File: config.mk
export PLATFORM = sky130hd
export DESIGN_NAME = mem_port_arbiter_flat
export DESIGN_NICKNAME = d
export VERILOG_FILES = /design/src/rtl/mem_port_arbiter_if.sv /design/src/rtl/mem_port_arbiter.sv /design/src/flat_wrapper.sv
export SDC_FILE = /design/constraint.sdc
export NUM_CORES = 1
export LEC_CHECK = 0
export ABC_AREA = 1
export BUFFER_PORTS_ARGS = -buffer_cell sky130_fd_sc_hd__buf_2
export CORE_AREA = 2 2 132 134
export CTS_BUF_LIST = sky130_fd_sc_hd__clkbuf_16
export DETAILED_ROUTE_END_ITERATION = 16
export DIE_AREA = 0 0 134 136
export GPL_ROUTABILITY_DRIVEN = 0
export MAX_ROUTING_LAYER = met4
export PLACE_DENSITY_LB_ADDON = 0.25
export SLEW_MARGIN = 20
export SYNTH_ARGS = -nofsm -noshare
export SYNTH_HDL_FRONTEND = slang
export SYNTH_SLANG_ARGS = --single-unit
File: constraint.sdc
create_clock -name clk -period 4.95 [get_ports clk]
set_clock_uncertainty 0.15 [all_clocks]
set_input_delay 0.7425 -clock clk [delete_from_list [all_inputs] [get_ports clk]]
set_output_delay 0.7425 -clock clk [all_outputs]
set_load 0.02 [all_outputs]
File: src/rtl/mem_port_arbiter_if.sv
// rtl/mem_port_arbiter_if.sv - requester and memory bus bundle for mem_port_arbiter
interface mem_port_arbiter_if #(
  parameter int N_REQ  = 3,
  parameter int ADDR_W = 32,
  parameter int DATA_W = 32
);
  logic [N_REQ-1:0]        req;
  logic [N_REQ-1:0]        req_we;
  logic [N_REQ*ADDR_W-1:0] req_addr;
  logic [N_REQ*DATA_W-1:0] req_wdata;
  logic [N_REQ-1:0]        gnt;
  logic [N_REQ-1:0]        rvalid;
  logic [DATA_W-1:0]       rdata;
  logic                    mem_en;
  logic                    mem_we;
  logic [ADDR_W-1:0]       mem_addr;
  logic [DATA_W-1:0]       mem_wdata;
  logic [DATA_W-1:0]       mem_rdata;
  logic                    busy;

  // Arbiter side
  modport slave (
    input  req, req_we, req_addr, req_wdata, mem_rdata,
    output gnt, rvalid, rdata, mem_en, mem_we, mem_addr, mem_wdata, busy
  );

  // Requesters plus memory side
  modport master (
    output req, req_we, req_addr, req_wdata, mem_rdata,
    input  gnt, rvalid, rdata, mem_en, mem_we, mem_addr, mem_wdata, busy
  );
endinterface

File: src/rtl/mem_port_arbiter.sv
// rtl/mem_port_arbiter.sv - round-robin arbiter sharing one fixed-latency memory port
module mem_port_arbiter #(
  parameter int N_REQ   = 3,
  parameter int ADDR_W  = 32,
  parameter int DATA_W  = 32,
  parameter int MEM_LAT = 2
) (
  input  logic               clk,
  input  logic               reset,
  mem_port_arbiter_if.slave  bus
);

  localparam int PTR_W = (N_REQ > 1) ? $clog2(N_REQ) : 1;
  localparam int CNT_W = (MEM_LAT > 1) ? $clog2(MEM_LAT) : 1;

  typedef enum logic [1:0] {
    IDLE  = 2'd0,
    ISSUE = 2'd1,
    WAIT  = 2'd2,
    RESP  = 2'd3
  } state_t;

  state_t             r_state;
  logic [PTR_W-1:0]   r_rr_ptr;
  logic [CNT_W-1:0]   r_cnt;
  logic [N_REQ-1:0]   r_win_oh;
  logic [N_REQ-1:0]   r_gnt;
  logic [N_REQ-1:0]   r_rvalid;
  logic [DATA_W-1:0]  r_rdata;
  logic               r_mem_en;
  logic               r_mem_we;
  logic [ADDR_W-1:0]  r_mem_addr;
  logic [DATA_W-1:0]  r_mem_wdata;
  logic               r_busy;

  logic               w_found;
  logic [PTR_W-1:0]   w_win;
  logic [PTR_W-1:0]   w_next_ptr;
  logic [N_REQ-1:0]   w_win_oh;

  // Round-robin search: first set req bit starting at rr_ptr, wrapping modulo N_REQ
  always_comb begin
    w_found = 1'b0;
    w_win   = '0;
    for (int i = 0; i < N_REQ; i++) begin
      int k;
      k = int'(r_rr_ptr) + i;
      if (k >= N_REQ) k = k - N_REQ;
      if (!w_found && bus.req[k]) begin
        w_found = 1'b1;
        w_win   = PTR_W'(k);
      end
    end
    w_next_ptr = (w_win == PTR_W'(N_REQ - 1)) ? '0 : w_win + 1'b1;
    w_win_oh   = N_REQ'(1) << w_win;
  end

  // Transaction FSM; all outputs are registered so they change only on clock edges
  always_ff @(posedge clk or negedge reset) begin
    if (!reset) begin
      r_state     <= IDLE;
      r_rr_ptr    <= '0;
      r_cnt       <= '0;
      r_win_oh    <= '0;
      r_gnt       <= '0;
      r_rvalid    <= '0;
      r_rdata     <= '0;
      r_mem_en    <= 1'b0;
      r_mem_we    <= 1'b0;
      r_mem_addr  <= '0;
      r_mem_wdata <= '0;
      r_busy      <= 1'b0;
    end else begin
      case (r_state)
        IDLE, RESP: begin
          r_rvalid <= '0;
          if (w_found) begin
            r_win_oh    <= w_win_oh;
            r_gnt       <= w_win_oh;
            r_mem_en    <= 1'b1;
            r_mem_we    <= bus.req_we[w_win];
            r_mem_addr  <= bus.req_addr[int'(w_win)*ADDR_W +: ADDR_W];
            r_mem_wdata <= bus.req_wdata[int'(w_win)*DATA_W +: DATA_W];
            r_rr_ptr    <= w_next_ptr;
            r_busy      <= 1'b1;
            r_state     <= ISSUE;
          end else begin
            r_busy      <= 1'b0;
            r_state     <= IDLE;
          end
        end
        ISSUE: begin
          r_gnt    <= '0;
          r_mem_en <= 1'b0;
          r_cnt    <= CNT_W'(MEM_LAT - 1);
          r_state  <= WAIT;
        end
        WAIT: begin
          if (r_cnt == '0) begin
            r_rdata  <= r_mem_we ? '0 : bus.mem_rdata;
            r_rvalid <= r_win_oh;
            r_state  <= RESP;
          end else begin
            r_cnt    <= r_cnt - 1'b1;
          end
        end
        default: begin
          r_state <= IDLE;
        end
      endcase
    end
  end

  assign bus.gnt       = r_gnt;
  assign bus.rvalid    = r_rvalid;
  assign bus.rdata     = r_rdata;
  assign bus.mem_en    = r_mem_en;
  assign bus.mem_we    = r_mem_we;
  assign bus.mem_addr  = r_mem_addr;
  assign bus.mem_wdata = r_mem_wdata;
  assign bus.busy      = r_busy;

endmodule

File: src/flat_wrapper.sv
// flat-port wrapper written by rule: the top's interface ports become plain ports
module mem_port_arbiter_flat 
#(
  parameter int N_REQ   = 3,
  parameter int ADDR_W  = 32,
  parameter int DATA_W  = 32,
  parameter int MEM_LAT = 2
)
  (clk, reset, bus_req, bus_req_we, bus_req_addr, bus_req_wdata, bus_mem_rdata, bus_gnt, bus_rvalid, bus_rdata, bus_mem_en, bus_mem_we, bus_mem_addr, bus_mem_wdata, bus_busy);
  mem_port_arbiter_if #(.N_REQ(N_REQ), .ADDR_W(ADDR_W), .DATA_W(DATA_W)) bus_i ();
  input  logic clk;
  input  logic reset;
  input wire logic [$bits(bus_i.req)-1:0] bus_req;
  input wire logic [$bits(bus_i.req_we)-1:0] bus_req_we;
  input wire logic [$bits(bus_i.req_addr)-1:0] bus_req_addr;
  input wire logic [$bits(bus_i.req_wdata)-1:0] bus_req_wdata;
  input wire logic [$bits(bus_i.mem_rdata)-1:0] bus_mem_rdata;
  output wire logic [$bits(bus_i.gnt)-1:0] bus_gnt;
  output wire logic [$bits(bus_i.rvalid)-1:0] bus_rvalid;
  output wire logic [$bits(bus_i.rdata)-1:0] bus_rdata;
  output wire logic [$bits(bus_i.mem_en)-1:0] bus_mem_en;
  output wire logic [$bits(bus_i.mem_we)-1:0] bus_mem_we;
  output wire logic [$bits(bus_i.mem_addr)-1:0] bus_mem_addr;
  output wire logic [$bits(bus_i.mem_wdata)-1:0] bus_mem_wdata;
  output wire logic [$bits(bus_i.busy)-1:0] bus_busy;
  assign bus_i.req = bus_req;
  assign bus_i.req_we = bus_req_we;
  assign bus_i.req_addr = bus_req_addr;
  assign bus_i.req_wdata = bus_req_wdata;
  assign bus_i.mem_rdata = bus_mem_rdata;
  assign bus_gnt = bus_i.gnt;
  assign bus_rvalid = bus_i.rvalid;
  assign bus_rdata = bus_i.rdata;
  assign bus_mem_en = bus_i.mem_en;
  assign bus_mem_we = bus_i.mem_we;
  assign bus_mem_addr = bus_i.mem_addr;
  assign bus_mem_wdata = bus_i.mem_wdata;
  assign bus_busy = bus_i.busy;
  mem_port_arbiter #(.N_REQ(N_REQ), .ADDR_W(ADDR_W), .DATA_W(DATA_W), .MEM_LAT(MEM_LAT)) u_core (.clk(clk), .reset(reset), .bus(bus_i));
endmodule
Word-level counts from Yosys, hierarchy flattened. Index checks and enable logic that the tools add are counted.

Output and inout port bits: 105. Word-level logic and storage cells: 83. Bits of input ports: 232. Register bits after elaboration: 113.

$lt $le $gt $ge: 7. Equal/unequal tests: 6. Multiplexer cells: 34. Shift operators: 3. Bitwise logic cells: 1. Reduce and logical (&&, ||, !) cells: 13. $add $sub $neg: 7.

Operators with widths (count): 96-bit by 8-bit variable part select with 32-bit output (2); 32-bit 2-to-1 mux (4); 32-bit by 4-bit less-than comparator with 1-bit output (second input constant) (3); 32-bit by 3-bit >= comparator with 1-bit output (second input constant) (2); 32-bit by 3-bit subtractor with 32-bit output (second input constant) (2); 1-bit 2-to-1 mux (14); 3-bit case mux with 2 select lines (2); 2-bit 2-to-1 mux (5); 1-bit binary-select mux with 2-bit select (4); 2-bit AND reduction (4); 2-bit == test (second input constant) (3); 3-bit 2-to-1 mux (2); 2-bit case mux with 3 select lines (1); 2-bit nonzero test (3); 1-bit case mux with 2 select lines (2); 2-bit by 1-bit adder with 3-bit output (second input constant) (1); 2-bit by 2-bit adder with 3-bit output (second input constant) (1); 2-bit by 3-bit less-than comparator with 1-bit output (second input constant) (1); 1-bit by 2-bit << shifter with 3-bit output (first input constant) (1); 2-bit by 2-bit subtractor with 3-bit output (second input constant) (1); 2-bit by 1-bit adder with 2-bit output (second input constant) (1); 2-bit by 1-bit == test with 1-bit output (second input constant) (1); 2-bit >= comparator (second input constant) (1); 1-bit logical AND (2); other kinds (7) (8).

Logic depth before layout (Yosys ltp). Gate-level depths: netlist of run 1.

Word-level depth: 15. Mapped depth: 16. Gate-level depth less buffers: 13.

Worst setup path before layout of run 1. OpenSTA, ideal clock, no wires.

Path kind: register -> register. Start: register, netlist name u_core.r_win_oh[0]. End: register u_core.r_mem_addr[18] (netlist: u_core.bus.mem_addr[18]). Clock period less this slack: 2.137 ns. Library setup time: 0.122 ns. Data required time: 4.678 ns. Stages on the path, launching flop included: 13. Arrival time: 1.865 ns. Path buffers: 3. Slack: 2.813 ns. Cells stage by stage: dfrtp_1 inv_1 ha_1 buf_6 nand3_1 a21boi_1 nand3_1 nand2_1 inv_1 buf_4 clkbuf_1 nor2_1 a21oi_1.

RTL lines: end signal, assigned (line mem_port_arbiter.sv:82) `r_mem_addr <= bus.req_addr[int'(w_win)*ADDR_W +: ADDR_W];`; end, declared (line mem_port_arbiter.sv:32) `logic [ADDR_W-1:0] r_mem_addr;`.

==> flow_metrics.py, run 1 <==
metrics = {
    "sta": {
        "setup_viol": 0,
        "relSlewSlack_pct": 27.0,
        "worst_pin_slew_ns": 1.09,
        "hold_violations": 0,
        "tns_ns": 0,
        "fin_crit_sh_pct": 63.3,
        "grt_setup_unrepaired": "false",
        "slew_viol_final": 0,
        "min_period_ns": 3.14,
        "max_freq_ghz": 0.319,
    },
    "routing": {
        "met3_length_um": 1530,
        "top_layer_used": "met4",
        "post_drt_wl_per_cell_um": 16.1,
        "vias_per_cell": 4.94,
        "dr_total_vias": 6994,
        "drtPass1Iterations": 5,
        "initialDrtViolationCount": 392,
        "antenna_left": 0,
        "route.met2.wl_um": 11000,
        "met1_length_um": 9260,
        "drcViolationCount": 0,
        "wirelength_um": 22700,
    },
    "hold_path": {
        "hold_path_depth": 2,
        "min_path_type": "flip-flop to flip-flop",
    },
    "synth": {
        "synthAdderAreaFrac_pct": 1.18,
        "synth_flop_cell": "dfrtp_1",
        "yosys.area_share.simple_pct": 28.4,
        "synth_top_family_by_area": "simple AND/OR/NAND/NOR gates",
        "syn_inst": 886,
        "async_flop_share_pct": 100,
        "synth-seq-cells": 111,
        "avgSynthCellArea_sq_um": 7.20,
        "synth.area.mux_share_pct": 0,
        "synth_compound_area_share_pct": 11.8,
        "ys_types": 23,
        "yosysWarnings": 0,
        "synth_nets": 1124,
        "synth_edf_count": 0,
        "syn_area_sq_um": 6380,
        "synthXorXnorAreaFrac_pct": 0,
        "synth-seq-area-share_pct": 43.6,
    },
    "final_layout": {
        "post-route-util_pct": 49.4,
        "drive_gt1_share_pct": 32.3,
        "final_common_cell": "buf_2",
        "area_growth_pct": 30.7,
        "final_cell_mix": "buf_2 (335), nand3_1 (161), nand2_1 (160), inv_1 (148), a21oi_1 (130)",
        "nNetsFinal": 1421,
    },
    "job": {
        "maxCapViolations": 0,
    },
    "floorplanning": {
        "start_util_pct": 37.8,
        "die_x_um": 134,
        "ioPinCount": 337,
        "die_h_um": 136,
        "die_area_sq_um": 18200,
        "coreArea_sq_um": 16900,
        "rows": 48,
    },
    "clocking": {
        "cts_tree": "done",
        "root_buffer": "clkbuf_16",
        "cts_resized": 0,
        "clkSlewWorstSetupHoldPaths_ns": 0.08,
        "clock_latency_ns": 0.35,
        "cts_buffers": 9,
        "cts_sinks": 111,
        "ctsHoldBuffers": 0,
        "post_cts_buffers": 0,
        "htree_levels": 3,
        "clk_path_buf_depth": 2,
    },
    "pwr": {
        "clock_power_share_pct": 9.8,
        "power_switching_w": 0.00406,
        "ir_worst_vdd_mv": 1.14,
        "power_density_nw_per_um2": 879,
        "switching_share_pct": 55.4,
        "intPower_w": 0.00326,
        "pwr-share-seq_pct": 22.1,
        "power_frac_comb_pct": 68.1,
        "p_leak_nw": 4.92,
    },
    "grt": {
        "antenna_found_initial": 3,
        "grt_pass1_vias": 6965,
        "grt_pass1_wl_um": 35400,
        "grt_start_max_net_pins": 74,
        "track_usage_pct": 25.4,
        "gr-total-overflow": 0,
    },
    "setup_path": {
        "worst_ep_required_time_ns": 5.04,
        "cp.arrival_ns": 3.23,
        "endpoint_kind": "flip-flop",
        "crit_fanout": 58,
        "worstSetupPathType": "flip-flop to flip-flop",
        "start_kind": "flip-flop",
        "r2r_cells": 10,
    },
    "place": {
        "port_buffers": 336,
        "hpwlAfterDp_um": 15900,
    },
    "run_status": {
        "status": "finished clean",
    },
}
==> path summary, 6_finish.rpt <==
| check | from | to | slack (ns) |
|---|---|---|---|
| hold / removal | u_core.bus.rdata[6]$_DFFE_PN0P_ | u_core.bus.rdata[6]$_DFFE_PN0P_ | 0.33 |
| min in group asynchronous | reset | u_core.bus.mem_addr[23]$_DFFE_PN0P_ | 0.34 |
| setup / recovery | u_core.r_win_oh[0]$_DFFE_PN0P_ | u_core.bus.mem_addr[26]$_DFFE_PN0P_ | 1.81 |
| max in group asynchronous | reset | u_core.bus.mem_wdata[8]$_DFFE_PN0P_ | 3.39 |
| hold reg to reg | u_core.bus.rdata[6]$_DFFE_PN0P_ | u_core.bus.rdata[6]$_DFFE_PN0P_ | 0.33 |
| setup reg to reg | u_core.r_win_oh[0]$_DFFE_PN0P_ | u_core.bus.mem_addr[26]$_DFFE_PN0P_ | 1.81 |
==> Yosys cell counts (3+ instances only) <==
master	n	share of area, %
o21ai_0	8	0.63
nand2_2	3	0.29
inv_2	3	0.18
nor2_1	69	4.1
inv_1	149	8.8
o22ai_1	4	0.39
buf_2	19	1.5
o21ai_1	3	0.24
dfrtp_1	111	44
nand3_1	161	13
buf_6	12	2.1
buf_4	12	1.4
nand2_1	162	9.5
clkbuf_1	17	1.0
nand3_2	11	1.7
a21oi_1	130	10
ha_1	6	1.2
==> metrics by stage <==
stage / hold slack [ns] / worst slack (ns) / std cells / cell area, sq um / power [W]
detailed placement: 0.310 / 1.84 / 1397 / 8040 / 0.00664
finish: 0.329 / 1.81 / 1416 / 8330 / 0.00733
CTS: 0.331 / 1.82 / 1413 / 8320 / 0.00736
floorplan: 0.297 / 2.81 / 886 / 6380 / 0.00541
global placement: 0.308 / 1.88 / 1397 / 8040 / 0.00654
global route: 0.345 / 1.50 / 1416 / 8330 / 0.00798
==> registers in the layout, indices dropped and copies added (netlist names), 2 cells and up <==
signal / flops
u_core.bus.mem_addr: 32
u_core.bus.rvalid: 3
u_core.r_win_oh: 2
u_core.bus.rdata: 32
u_core.bus.mem_wdata: 32
u_core.bus.gnt: 3
u_core.r_state: 2
==> per-layer routing <==
| metal | vias to the layer above | global-route usage [%] |
|---|---|---|
| met5 | - | - |
| met2 | 319 | 41.5 |
| met4 | 0 | 13.1 |
| met1 | 3220 | 30.4 |
| met3 | 60 | 4.10 |
| li1 | 3395 | - |
==> cell families (layout without fill, tap and decap cells) <==
family,after synthesis,after routing
other cells,0,3
fa+ha+maj,6,6
simple gates,408,408
compound gates,148,148
flops,111,111
buf+inv,213,515
==> worst max-delay path, stage by stage (launching register included) <==
cell and delay [ns]:
dfrtp_1 0.41, inv_1 0.09, ha_1 0.41, nand3_1 0.14, a21boi_1 0.24, nand3_1 0.16
nand2_2 0.10, clkinv_2 0.68, buf_4 0.47, nor2_1 0.11, a21oi_1 0.05
==> cell type report <==
class / count / area, sq um
inverters: 153 / 576
flip-flops and latches: 111 / 2780
diodes: 3 / 7.51
repair buffers: 346 / 1760
multi-input cells: 562 / 2650
well taps: 225 / 282
fillers: 1727 / 8540
clock inverters: 7 / 53.8
clock buffers: 9 / 225
==> power groups by stage <==
stage | sequential [W] | combinational [W] | clock [W]
after floorplan | 0.00210 | 0.00331 | 0
after global placement | 0.00162 | 0.00492 | 0
after detailed placement | 0.00162 | 0.00501 | 0
after CTS | 0.00162 | 0.00501 | 0.000729
after global routing | 0.00167 | 0.00555 | 0.000768
final | 0.00162 | 0.00499 | 0.000716
No activity file was read; power rests on OpenSTA's default activity.
==> inputs of run 2 (changes only) <==
==> constraint.sdc (replaced) <==
create_clock -name clk -period 2.9 [get_ports clk]
set_clock_uncertainty 0.15 [all_clocks]
set_input_delay 0.435 -clock clk [delete_from_list [all_inputs] [get_ports clk]]
set_output_delay 0.435 -clock clk [all_outputs]
set_load 0.02 [all_outputs]
==> flow_metrics.py, run 2 (same netlist as run 1, synthesis figures left out) <==
metrics = {
    "final_layout": {
        "multi_input_area_sq_um": 2660,
        "drive_gt1_share_pct": 32.7,
        "regArea_sq_um": 2780,
        "final_cell_mix": "buf_2 (335), nand3_1 (161), nand2_1 (160), inv_1 (148), a21oi_1 (130)",
        "nNetsFinal": 1430,
        "fillCellCount": 1719,
        "final_common_cell": "buf_2",
        "area_growth_pct": 34.1,
    },
    "sta": {
        "worst_pin_slew_ns": 0.999,
        "fin_crit_sh_pct": 88.9,
        "grt_setup_unrepaired": "false",
        "max_freq_ghz": 0.388,
        "setup_slack_ns": 0.321,
        "slew_viol_final": 0,
        "min_period_ns": 2.58,
        "setup_viol": 0,
        "relSlewSlack_pct": 33.3,
        "hold_violations": 0,
        "whs_ns": 0.142,
        "tns_ns": 0,
    },
    "clocking": {
        "clock_latency_ns": 0.36,
        "clkSlewWorstSetupHoldPaths_ns": 0.08,
        "root_buffer": "clkbuf_16",
        "cts_tree": "done",
        "clk_path_buf_depth": 2,
        "htree_levels": 3,
        "cts_buffers": 9,
        "cts_sinks": 111,
        "post_cts_buffers": 0,
    },
    "pwr": {
        "power_density_nw_per_um2": 1520,
        "total_power_w": 0.0130,
        "p_leak_nw": 5.01,
        "ir_worst_vdd_mv": 0.790,
    },
    "setup_path": {
        "crit_family": "simple AND/OR/NAND/NOR gates",
        "endpoint_kind": "flip-flop",
        "critPathBufInv": 2,
        "crit_fanout": 55,
        "critPathSlowestCell": "ha_1",
        "worst_ep_required_time_ns": 3.00,
        "cp.arrival_ns": 2.68,
        "critical-path-max-stage-delay_ns": 0.40,
        "path_cells": "inv_1 -> ha_1 -> o21ai_1 -> nand2_1 -> nand3_1 -> nand3_4 -> nand2_2 -> buf_12 -> nand2_1 -> nand3_1 -> a21oi_1",
        "start_kind": "flip-flop",
        "worstSetupPathType": "flip-flop to flip-flop",
    },
    "floorplanning": {
        "ioPinCount": 337,
        "start_util_pct": 37.8,
        "rows": 48,
        "die_area_sq_um": 18200,
        "die_h_um": 136,
        "die_x_um": 134,
        "coreArea_sq_um": 16900,
    },
    "grt": {
        "antenna_found_initial": 5,
        "grt_start_max_net_pins": 60,
        "grt_pass1_wl_um": 34300,
        "gr-total-overflow": 0,
        "track_usage_pct": 24.5,
        "grt_pass1_vias": 6667,
    },
    "place": {
        "port_buffers": 336,
        "dpl_worst_slack_ns": 0.203,
        "hpwlAfterDp_um": 15900,
    },
    "routing": {
        "vias_per_cell": 4.86,
        "drtPass1Iterations": 7,
        "post_drt_wl_per_cell_um": 15.6,
        "antenna_left": 0,
        "wirelength_um": 22200,
        "drcViolationCount": 0,
        "initialDrtViolationCount": 429,
        "dr_total_vias": 6934,
    },
    "job": {
        "maxCapViolations": 0,
    },
    "run_status": {
        "status": "finished clean",
    },
    "hold_path": {
        "min_path_type": "primary input to flip-flop",
    },
}
[run 2: cell count changes in the layout (fill, tap and decap cells not counted), sizes merged]
cell,before,now
buf,346,354
clkinv,6,3
inv,154,157
diode,3,5
dlygate4sd3,0,1
[run 2: layer usage]
layer	global-route usage, %	vias up	wire length (um)
met5	-	-	0
met4	11.1	0	675
met3	3.73	37	1390
met2	41.2	279	10900
met1	29.2	3197	9260
li1	-	3421	-
[run 2: layout make-up]
cell class | instances | area share, %
repair buffers | 355 | 22.8
multi-input cells | 562 | 31.1
flip-flops and latches | 111 | 32.5
well taps | 225 | 3.29
diodes | 5 | 0.146
clock inverters | 7 | 0.834
inverters | 153 | 6.71
clock buffers | 9 | 2.63
[run 2: per-stage QoR]
stage          utilization [%]  instance area (sq um)  std cells
2_1_floorplan                -                   6380        886
3_3_place_gp              48.7                   8230       1405
3_5_place_dp              48.7                   8230       1405
4_1_cts                   50.6                   8530       1422
5_1_grt                   50.7                   8550       1427
6_report                  50.7                   8550       1427
[run 2: final timing paths]
check,slack [ns],from,depth (start not counted),to
worst max-delay path,0.32,u_core.r_win_oh[0]$_DFFE_PN0P_,11,u_core.bus.mem_wdata[1]$_DFFE_PN0P_
worst min-delay path,0.14,bus_mem_rdata[3],3,u_core.bus.rdata[3]$_DFFE_PN0P_
worst max register to register,0.32,u_core.r_win_oh[0]$_DFFE_PN0P_,11,u_core.bus.mem_wdata[1]$_DFFE_PN0P_
worst min register to register,0.33,u_core.bus.rdata[28]$_DFFE_PN0P_,2,u_core.bus.rdata[28]$_DFFE_PN0P_
max in group asynchronous,1.32,reset,3,u_core.bus.mem_addr[15]$_DFFE_PN0P_
min in group asynchronous,0.44,reset,2,u_core.bus.mem_addr[23]$_DFFE_PN0P_
[run 2: where the power goes]
| part | internal (W) | total [W] | switching (W) |
|---|---|---|---|
| clock network | 0.000613 | 0.00127 | 0.000660 |
| logic | 0.00305 | 0.00899 | 0.00594 |
| registers | 0.00237 | 0.00274 | 0.000373 |
[run 2: repair_timing]
item / CTS / global route
hold buffers: 1 / 0
endpoints found under the hold margin: 35 / 0
setup endpoints to repair: 0 / 6
gates resized for setup: 0 / 1
[run 2: worst reg2reg max path, stage by stage, from the launching register on]
cell and delay [ns]:
dfrtp_1 0.39, inv_1 0.09, ha_1 0.40, o21ai_1 0.21, nand2_1 0.11, nand3_1 0.18, nand3_4 0.23, nand2_2 0.16
buf_12 0.26, nand2_1 0.13, nand3_1 0.09, a21oi_1 0.06
